### config.mk
export PLATFORM = sky130hd
export DESIGN_NAME = hall98_issuer
export DESIGN_NICKNAME = d
export VERILOG_FILES = /design/src/rtl/hall98_issuer.sv
export SDC_FILE = /design/constraint.sdc
export NUM_CORES = 1
export LEC_CHECK = 0
export ABC_AREA = 1
export BUFFER_PORTS_ARGS = -buffer_cell sky130_fd_sc_hd__clkbuf_2
export CAP_MARGIN = 20
export CORE_MARGIN = 2
export CORE_UTILIZATION = 30
export DETAILED_ROUTE_END_ITERATION = 10
export PLACE_DENSITY_LB_ADDON = 0.1
export SLEW_MARGIN = 20
export SYNTH_ARGS = -nofsm -noshare
export SYNTH_HDL_FRONTEND = slang
export SYNTH_SLANG_ARGS = --single-unit
### constraint.sdc
create_clock -name iclock -period 8.5 [get_ports iclock]
set_input_delay 0.85 -clock iclock [delete_from_list [all_inputs] [get_ports iclock]]
set_output_delay 0.85 -clock iclock [all_outputs]
set_load 0.01 [all_outputs]
### src/rtl/hall98_issuer.sv
// hall98_issuer
// Plays a small loadable program into the hall98 core's instruction
// interface (opcode/re/n/flag). Each legal entry is held on the outputs for
// HOLD cycles. The exit flag is raised when the program finishes or is
// aborted, or when an illegal opcode is reached.
//
// Ports
//   iclock       : sole clock, rising edge
//   irst_n       : asynchronous active-low reset
//   prog_we      : program write strobe (ignored while busy)
//   prog_addr    : program write address
//   prog_opcode  : opcode to store
//   prog_re      : 8-bit register index to store
//   prog_n       : operand to store
//   start        : one-cycle run request (accepted in idle only)
//   run_len      : number of entries to issue, clamped to DEPTH
//   abort        : stop the running program immediately
//   opcode/re/n  : instruction to the core, zero outside the issue state
//   flag         : exit flag to the core
//   busy         : high while issuing
//   done         : one-cycle pulse at the end of a run
//   err          : illegal opcode seen, sticky until the next start
module hall98_issuer #(
  parameter int DEPTH = 16,
  parameter int AW    = 4,
  parameter int HOLD  = 10
) (
  input  logic          iclock,
  input  logic          irst_n,
  input  logic          prog_we,
  input  logic [AW-1:0] prog_addr,
  input  logic [31:0]   prog_opcode,
  input  logic [7:0]    prog_re,
  input  logic [31:0]   prog_n,
  input  logic          start,
  input  logic [AW:0]   run_len,
  input  logic          abort,
  output logic [31:0]   opcode,
  output logic [31:0]   re,
  output logic [31:0]   n,
  output logic          flag,
  output logic          busy,
  output logic          done,
  output logic          err
);

  localparam int CW = (HOLD > 1) ? $clog2(HOLD) : 1;
  localparam logic [CW-1:0] HOLD_LAST = CW'(HOLD - 1);
  localparam logic [CW-1:0] CNT_ONE   = CW'(1);
  localparam logic [CW-1:0] CNT_ZERO  = CW'(0);
  localparam logic [AW:0]   DEPTH_L   = (AW+1)'(DEPTH);
  localparam logic [AW:0]   LEN_ONE   = (AW+1)'(1);
  localparam logic [AW:0]   LEN_ZERO  = (AW+1)'(0);
  localparam logic [AW-1:0] PC_ONE    = AW'(1);
  localparam logic [AW-1:0] PC_ZERO   = AW'(0);

  typedef enum logic [1:0] {
    ST_IDLE  = 2'd0,
    ST_ISSUE = 2'd1,
    ST_FIN   = 2'd2
  } state_t;

  // Only MOV/ADD/SUB/MUL/LDR/STR may ever reach the core.
  function automatic logic op_legal(input logic [31:0] op);
    logic ok;
    case (op)
      32'h0000_0045, 32'h0000_0046, 32'h0000_0047,
      32'h0000_0048, 32'h0000_0049, 32'h0000_004A: ok = 1'b1;
      default:                                      ok = 1'b0;
    endcase
    return ok;
  endfunction

  // Entry layout: {opcode[31:0], re[7:0], n[31:0]}
  logic [71:0]   mem_r [DEPTH];

  state_t        state_r;
  logic          launch_r;
  logic [AW-1:0] pc_r;
  logic [CW-1:0] cnt_r;
  logic [AW:0]   len_r;
  logic [31:0]   opcode_r;
  logic [7:0]    re_r;
  logic [31:0]   n_r;
  logic          flag_r;
  logic          busy_r;
  logic          done_r;
  logic          err_r;

  logic [AW-1:0] rd_addr_s;
  logic [71:0]   rd_word_s;
  logic [31:0]   rd_op_s;
  logic          last_s;

  // Program store write port; no reset, contents undefined until loaded.
  always_ff @(posedge iclock) begin
    if (prog_we && !busy_r) begin
      mem_r[prog_addr] <= {prog_opcode, prog_re, prog_n};
    end
  end

  // Read address is the entry the next load edge will put on the outputs:
  // entry 0 while launching from idle, pc+1 while issuing.
  always_comb begin
    rd_addr_s = PC_ZERO;
    if (state_r == ST_ISSUE) begin
      rd_addr_s = pc_r + PC_ONE;
    end else begin
      rd_addr_s = PC_ZERO;
    end
  end

  assign rd_word_s = mem_r[rd_addr_s];
  assign rd_op_s   = rd_word_s[71:40];
  assign last_s    = ({1'b0, pc_r} == (len_r - LEN_ONE));

  // Issue sequencer; every output is a register updated here.
  always_ff @(posedge iclock or negedge irst_n) begin
    if (!irst_n) begin
      state_r  <= ST_IDLE;
      launch_r <= 1'b0;
      pc_r     <= PC_ZERO;
      cnt_r    <= CNT_ZERO;
      len_r    <= LEN_ZERO;
      opcode_r <= 32'h0000_0000;
      re_r     <= 8'h00;
      n_r      <= 32'h0000_0000;
      flag_r   <= 1'b0;
      busy_r   <= 1'b0;
      done_r   <= 1'b0;
      err_r    <= 1'b0;
    end else begin
      done_r <= 1'b0;
      case (state_r)
        ST_IDLE: begin
          if (launch_r) begin
            // Second cycle of an accepted start: entry 0 goes out now,
            // which is why a write issued alongside start is seen.
            launch_r <= 1'b0;
            if (op_legal(rd_op_s)) begin
              state_r  <= ST_ISSUE;
              busy_r   <= 1'b1;
              pc_r     <= PC_ZERO;
              cnt_r    <= HOLD_LAST;
              opcode_r <= rd_op_s;
              re_r     <= rd_word_s[39:32];
              n_r      <= rd_word_s[31:0];
            end else begin
              state_r <= ST_FIN;
              done_r  <= 1'b1;
              flag_r  <= 1'b1;
              err_r   <= 1'b1;
            end
          end else if (start) begin
            err_r <= 1'b0;
            if (run_len == LEN_ZERO) begin
              state_r <= ST_FIN;
              done_r  <= 1'b1;
              flag_r  <= 1'b1;
            end else begin
              launch_r <= 1'b1;
              flag_r   <= 1'b0;
              len_r    <= (run_len > DEPTH_L) ? DEPTH_L : run_len;
            end
          end else begin
            launch_r <= 1'b0;
          end
        end

        ST_ISSUE: begin
          // Abort wins over hold expiry; a failing check on the next entry
          // ends the run without that entry ever reaching the outputs.
          if (abort || ((cnt_r == CNT_ZERO) && (last_s || !op_legal(rd_op_s)))) begin
            state_r  <= ST_FIN;
            busy_r   <= 1'b0;
            done_r   <= 1'b1;
            flag_r   <= 1'b1;
            opcode_r <= 32'h0000_0000;
            re_r     <= 8'h00;
            n_r      <= 32'h0000_0000;
            if (!abort && !last_s) begin
              err_r <= 1'b1;
            end else begin
              err_r <= err_r;
            end
          end else if (cnt_r == CNT_ZERO) begin
            pc_r     <= pc_r + PC_ONE;
            cnt_r    <= HOLD_LAST;
            opcode_r <= rd_op_s;
            re_r     <= rd_word_s[39:32];
            n_r      <= rd_word_s[31:0];
          end else begin
            cnt_r <= cnt_r - CNT_ONE;
          end
        end

        ST_FIN: begin
          state_r <= ST_IDLE;
          pc_r    <= PC_ZERO;
          cnt_r   <= CNT_ZERO;
        end

        default: begin
          state_r  <= ST_IDLE;
          launch_r <= 1'b0;
          busy_r   <= 1'b0;
          opcode_r <= 32'h0000_0000;
          re_r     <= 8'h00;
          n_r      <= 32'h0000_0000;
        end
      endcase
    end
  end

  assign opcode = opcode_r;
  assign re     = {24'h00_0000, re_r};
  assign n      = n_r;
  assign flag   = flag_r;
  assign busy   = busy_r;
  assign done   = done_r;
  assign err    = err_r;

endmodule

; Word-level counts from Yosys, hierarchy flattened
; Memory sizes are Yosys's and may differ from the RTL's.
; Index checks and enable logic that the tools add are counted.
[totals]
output_inout_bits = 100
word_cells = 126
ram_bits = 1152
register_bits = 92
in_bits = 86
n_memories = 1
[memory_table]
columns = memory, words, word_bits, rd, rd_ports_with_merged_regs, wr, line
row1 = mem_r, 16, 72, 1, 0, 1, 75  ; logic [71:0] mem_r [DEPTH];
[classes]
eq_ne = 19
reduce_logical = 24
magnitude_cmp = 1
muxes = 63
addsub = 3
n_bitwise = 3
[op_table]
columns = op, n
row1 = two-way mux 32 bit, 8
row2 = equality test 32 x 7 -> 1 bit (second input constant), 6
row3 = case mux 32 bit (3 select lines), 2
row4 = two-way mux 4 bit, 9
row5 = two-way mux 8 bit, 4
row6 = two-way mux 1 bit, 25
row7 = case mux 4 bit (3 select lines), 2
row8 = case mux 8 bit (3 select lines), 1
row9 = AND reduction 4 bit, 5
row10 = two-way mux 2 bit, 5
row11 = AND reduction 5 bit, 2
row12 = inequality test 3 bit (second input constant), 3
row13 = case mux 1 bit (2 select lines), 4
row14 = inequality test 2 x 1 -> 1 bit (second input constant), 3
row15 = inequality test 2 bit (second input constant), 3
row16 = OR reduction 6 bit, 1
row17 = equality test 4 x 5 -> 1 bit, 1
row18 = greater-than comparator 5 bit (second input constant), 1
row19 = zero test 5 bit, 1
row20 = two-way mux 5 bit, 1
row21 = subtractor 5 x 1 -> 5 bit (second input constant), 1
row22 = adder 4 x 1 -> 4 bit (second input constant), 1
row23 = zero test 1 bit, 4
row24 = zero test 4 bit, 1
row25 = other kinds (14), 19

; Depth between registers and ports, before layout
; An unclocked memory read counts as a cell.
[logic_depth]
depth_word = 13
depth_mapped = 23
ltp_nobuf = 22

; Worst setup path before layout
; No wires, ideal clock.
[synth_timing]
path_kind = input-to-reg
start = input port prog_we
end = memory mem_r[10][0] (enable)
setup_ns = 0.591
stages = 4
n_path_buf = 0
t_arrival_ns = 6.099
setup_slack_ns = 1.811
required_time_ns = 7.909
path_cell_list = inv_1 > nor2_1 > inv_1 > nor3_1
[synth_via]
elab_chain_len = 3
[synth_rtl]
columns = item, line
row1 = from (decl), 30  ; input logic prog_we,
row2 = logical AND 1 bit, 97  ; if (prog_we && !busy_r) begin
row3 = two-way mux 1 bit, 97
row4 = two-way mux 1 bit (not written as such), 98  ; mem_r[prog_addr] <= {prog_opcode, prog_re, prog_n};
row5 = to (decl), 75
; No other way between the ends.

; Worst setup path after layout
[layout_timing]
start = register state_r[1]
end = register n_r[2], in the netlist n[2]
[layout_via]
elab_chain_len = 13
word_cells_on_any_way = 30
classes_between = eq/ne: 11 / mux: 10 / bitwise: 1 / reduce/logical: 7 / memory: 1
[layout_rtl]
columns = item, line
row1 = from (decl), 77  ; state_t state_r;
row2 = from (signal assigned), 120  ; state_r <= ST_IDLE;
row3 = from (signal assigned), 141  ; state_r <= ST_ISSUE;
row4 = from (signal assigned), 149  ; state_r <= ST_FIN;
row5 = equality test 2 x 1 -> 1 bit, "106, 134"
row6 = two-way mux 4 bit, 106  ; if (state_r == ST_ISSUE) begin
row7 = memory read (16 x 72 bit), -
row8 = equality test 32 x 7 -> 1 bit, 66  ; case (op)
row9 = OR reduction 6 bit, 66
row10 = two-way mux 1 bit, 66
row11 = two-way mux 1 bit, 134  ; case (state_r)
row12 = zero test 1 bit, 173  ; if (abort || ((cnt_r == CNT_ZERO) && (last_s || !op_legal(rd_op_s)))) begin
row13 = logical OR 1 bit, 173
row14 = logical AND 1 bit, 173
row15 = logical OR 1 bit, 173
row16 = inequality test 3 x 1 -> 1 bit (no line) or two-way mux 32 bit (tied branches), -
row17 = AND reduction 4 bit (no line) or case mux 32 bit (3 select lines) (tied branches), -
row18 = to (signal assigned), 147  ; n_r <= rd_word_s[31:0];
row19 = to (signal assigned), 191  ; n_r <= rd_word_s[31:0];
row20 = to (decl), 84  ; logic [31:0] n_r;
; Several ways; a longest one is shown, not always the timed one. The select of a mux whose other input is x is not followed.
; A chain may end at the register's enable or synchronous reset.

==> qor.csv <==
stage,metric,value,unit
floorplanning,initial_utilization,0.302,
global_route,grt_usage,0.183,
critical_path,r2r_start,state_r[1],
cts,cts_root_buffer,clkbuf_16,
critical_path,crit_type,register to register,
drt,first_iter_violations,2406,
power,cellPowerDensity,290,mW/mm2
power,switching_share,0.319,
drt,wire_per_inst,23.5,um
timing,slew_headroom,0.268,
drt,drt_pass1_iterations,5,
global_route,met2_usage,0.299,
floorplanning,coreArea,0.167,mm2
placement,place_hpwl,77800,um
layout,fillCellCount,16583,
floorplanning,rows,150,
worst_hold_path,hp-class,input port to async pin,
synthesis,synth_top_area_frac,0.685,
power,p_leak,0.0221,uW
synthesis,synth_area,0.0505,mm2
status,status,"complete, no violations",
drt,viasPerCell,4.80,
synthesis,synth_seq_cells,1244,
timing,final.setup_skew,0.0455,ns
critical_path,crit_fanout,125,
layout,most-common-layout-cells,"edfxtp_1 (1152), nand2_1 (1060), nand3_1 (497)",
cts,clk_path_buf_depth,3,
timing,rsz0062_at_grt,no,
floorplanning,die_y,414,um
critical_path,start_kind,register,
timing,tns,0,ns
drt,drc,0,
global_route,grt_use_met3,0.0270,
power,power_frac_seq,0.419,
global_route,first_global_vias,32119,
layout,layout_commonest_cell,edfxtp_1,
cts,numCtsBuffers,144,
power,combPwrFrac,0.219,
power,switching_power,5390,uW
cts,clk_pin_slew,0.06,ns
critical_path,critPathRequiredTime,9.19,ns
cts,cts_hold_buf,0,
cts,cts_htree_levels,4,
global_route,top_usage_layer,met2,
global_route,grtUsageMet1,0.255,
synthesis,synth.area.top_cells,"edfxtp_1 (69%), nand2_1 (7.9%), nand3_1 (4.9%)",
timing,tightest_slew,1.10,ns
synthesis,yosys_warnings,0,
critical_path,r2r_cells,22,
layout,fin_area,0.0583,mm2
cts,cts_sinks,1244,
placement,dpl_cell_area,0.0537,mm2
synthesis,synth_top_cell_by_area,edfxtp_1,
global_route,antenna_found_initial,11,
placement,place.gp.congestion,0.726,
timing,period_share,0.749,
synthesis,synth.distinct_cells,35,
drt,postRouteAntennaNets,0,
global_route,grt_pass1_wl,232000,um
critical_path,r2r_end,n[2],
layout,layout-drive-gt1-share,0.103,
cts,postCtsSetupBuffers,0,
placement,portBuffers,161,
layout,final_nets,4528,
timing,hold_violations,0,
timing,setup_viol_count_final,0,
power,vdd_ir_drop_max,195,uV
cts,post_cts_resized,0,
timing,fin_crit,6.36,ns
cts,insertion_delay,0.76,ns
global_route,overflow,0,
flow_run,maxCapViolCount,0,
floorplanning,die_x,414,um
global_route,grt_max_degree,165,
layout,utilization,0.349,
synthesis,ys_seq_area_frac,0.731,
drt,num_vias,32400,
critical_path,cp.arrival,7.05,ns
power,p_clk_frac,0.362,
critical_path,cp-end-kind,register,
synthesis,syn_avg_cell_area,11.7,um2
timing,drv_slew,0,
power,intPower,11500,uW
drt,wl,159000,um
layout,antenna_cells,0,
layout,area_delta_synth_final,15.5,%
floorplanning,io_pins,186,
critical_path,rrSetupSlack,2.14,ns
synthesis,syn-instance-count,4310,
cts,cts_tree,built,
floorplanning,die_area,0.172,mm2
timing,fmax,157,MHz
-- area by class of cell --
cell class / count / area, um2 / area share
clock buffer: 207 / 4110 / 0.0705
clock inverter: 58 / 522 / 0.00895
inverter: 280 / 1070 / 0.0184
multi-input combinational: 2528 / 11500 / 0.197
sequential: 1244 / 36900 / 0.633
tap: 2204 / 2760 / 0.0473
timing repair buffer: 236 / 1430 / 0.0246
-- routing by layer --
metal | vias to the layer above | share of wire
met5 | - | 0.00029
met4 | 8 | 0.018
met3 | 187 | 0.040
met2 | 663 | 0.47
met1 | 16342 | 0.47
li1 | 15200 | -
-- per-stage QoR --
stage               setup slack [ns]  power, uW  instances  hold WS (ns)
detailed placement              1.87      11000       6492         0.466
finish                          2.14      16900       6757         0.177
global placement                1.94      11000       6492         0.467
global route                    1.51      17800       6757         0.195
floorplan                       1.81       9600       4333         0.459
CTS                             1.86      17200       6757         0.160
-- cell usage after synthesis --
master,instances
nand2_2,2
inv_2,5
nor2_2,1
nand2_1,1061
o22ai_1,3
a21oi_1,342
nand4_1,43
buf_4,30
nor4_1,1
xnor2_1,2
buf_1,31
nor2_1,311
a22oi_1,81
inv_1,274
xor2_1,5
clkbuf_1,155
nor3_1,11
or2_2,9
nand3_1,497
or2_0,5
nand2_4,1
o211ai_1,28
nor2_4,1
o21ai_2,1
edfxtp_1,1152
nand3b_1,2
buf_2,63
or2_1,2
o21ai_0,79
ha_1,8
o21ai_1,8
conb_1,1
buf_6,2
dfrtp_1,92
clkinv_2,1
-- power groups by stage --
stage | Sequential (uW) | Combinational (uW) | Clock [uW]
finish | 7080 | 3700 | 6120
floorplan | 7160 | 2430 | 0
global placement | 7210 | 3780 | 0
global route | 7090 | 4170 | 6520
detailed placement | 7210 | 3770 | 0
CTS | 7080 | 3780 | 6290
-- state kept, by name, summed over array words and instances, names as in the netlist --
name / count
re_r: 8
launch_r: 1
done: 1
cnt_r: 4
n: 32
mem_r: 1152
opcode: 32
flag: 1
len_r: 5
state_r: 2
busy: 1
pc_r: 4
err: 1
-- logic make-up after synthesis --
group,after synthesis,share of synthesized area
buffers and inverters,561,0.0458
adders and majority gates,8,0.00198
xor gates and xnor gates,7,0.00121
AOI/OAI and AO/OA,542,0.0593
and+or+nand+nor,1947,0.161
other,1,0.0000743
DFF,1244,0.731
-- how the worst max path moves through the flow --
stage               startpoint            to  slack [ns]  depth (start not counted)
global route           pc_r[0]         n[27]        1.51                         18
finish              state_r[1]          n[2]        2.14                         22
global placement       pc_r[0]         n[27]        1.94                         18
detailed placement     pc_r[0]          n[2]        1.87                         18
CTS                    pc_r[0]          n[2]        1.86                         18
floorplan              prog_we  mem_r[10][0]        1.81                          4
-- critical path, cell delays in order (launching register included) --
cell,delay (ns)
dfrtp_1,0.41
inv_1,0.12
ha_2,0.65
inv_2,0.15
nor2_4,0.74
buf_12,0.57
nand2_1,0.10
nand3_1,0.10
nand3_1,0.11
nand3_1,0.13
nand2_1,0.10
nand2_1,0.10
nand2_1,0.06
nand2_1,0.18
inv_2,0.04
nor2_1,0.09
nand3_1,0.16
o21ai_2,0.27
nand2_4,0.51
inv_4,0.83
buf_4,0.45
nand4_1,0.14
nand2_1,0.10
No activity file was read; power rests on OpenSTA's default activity.
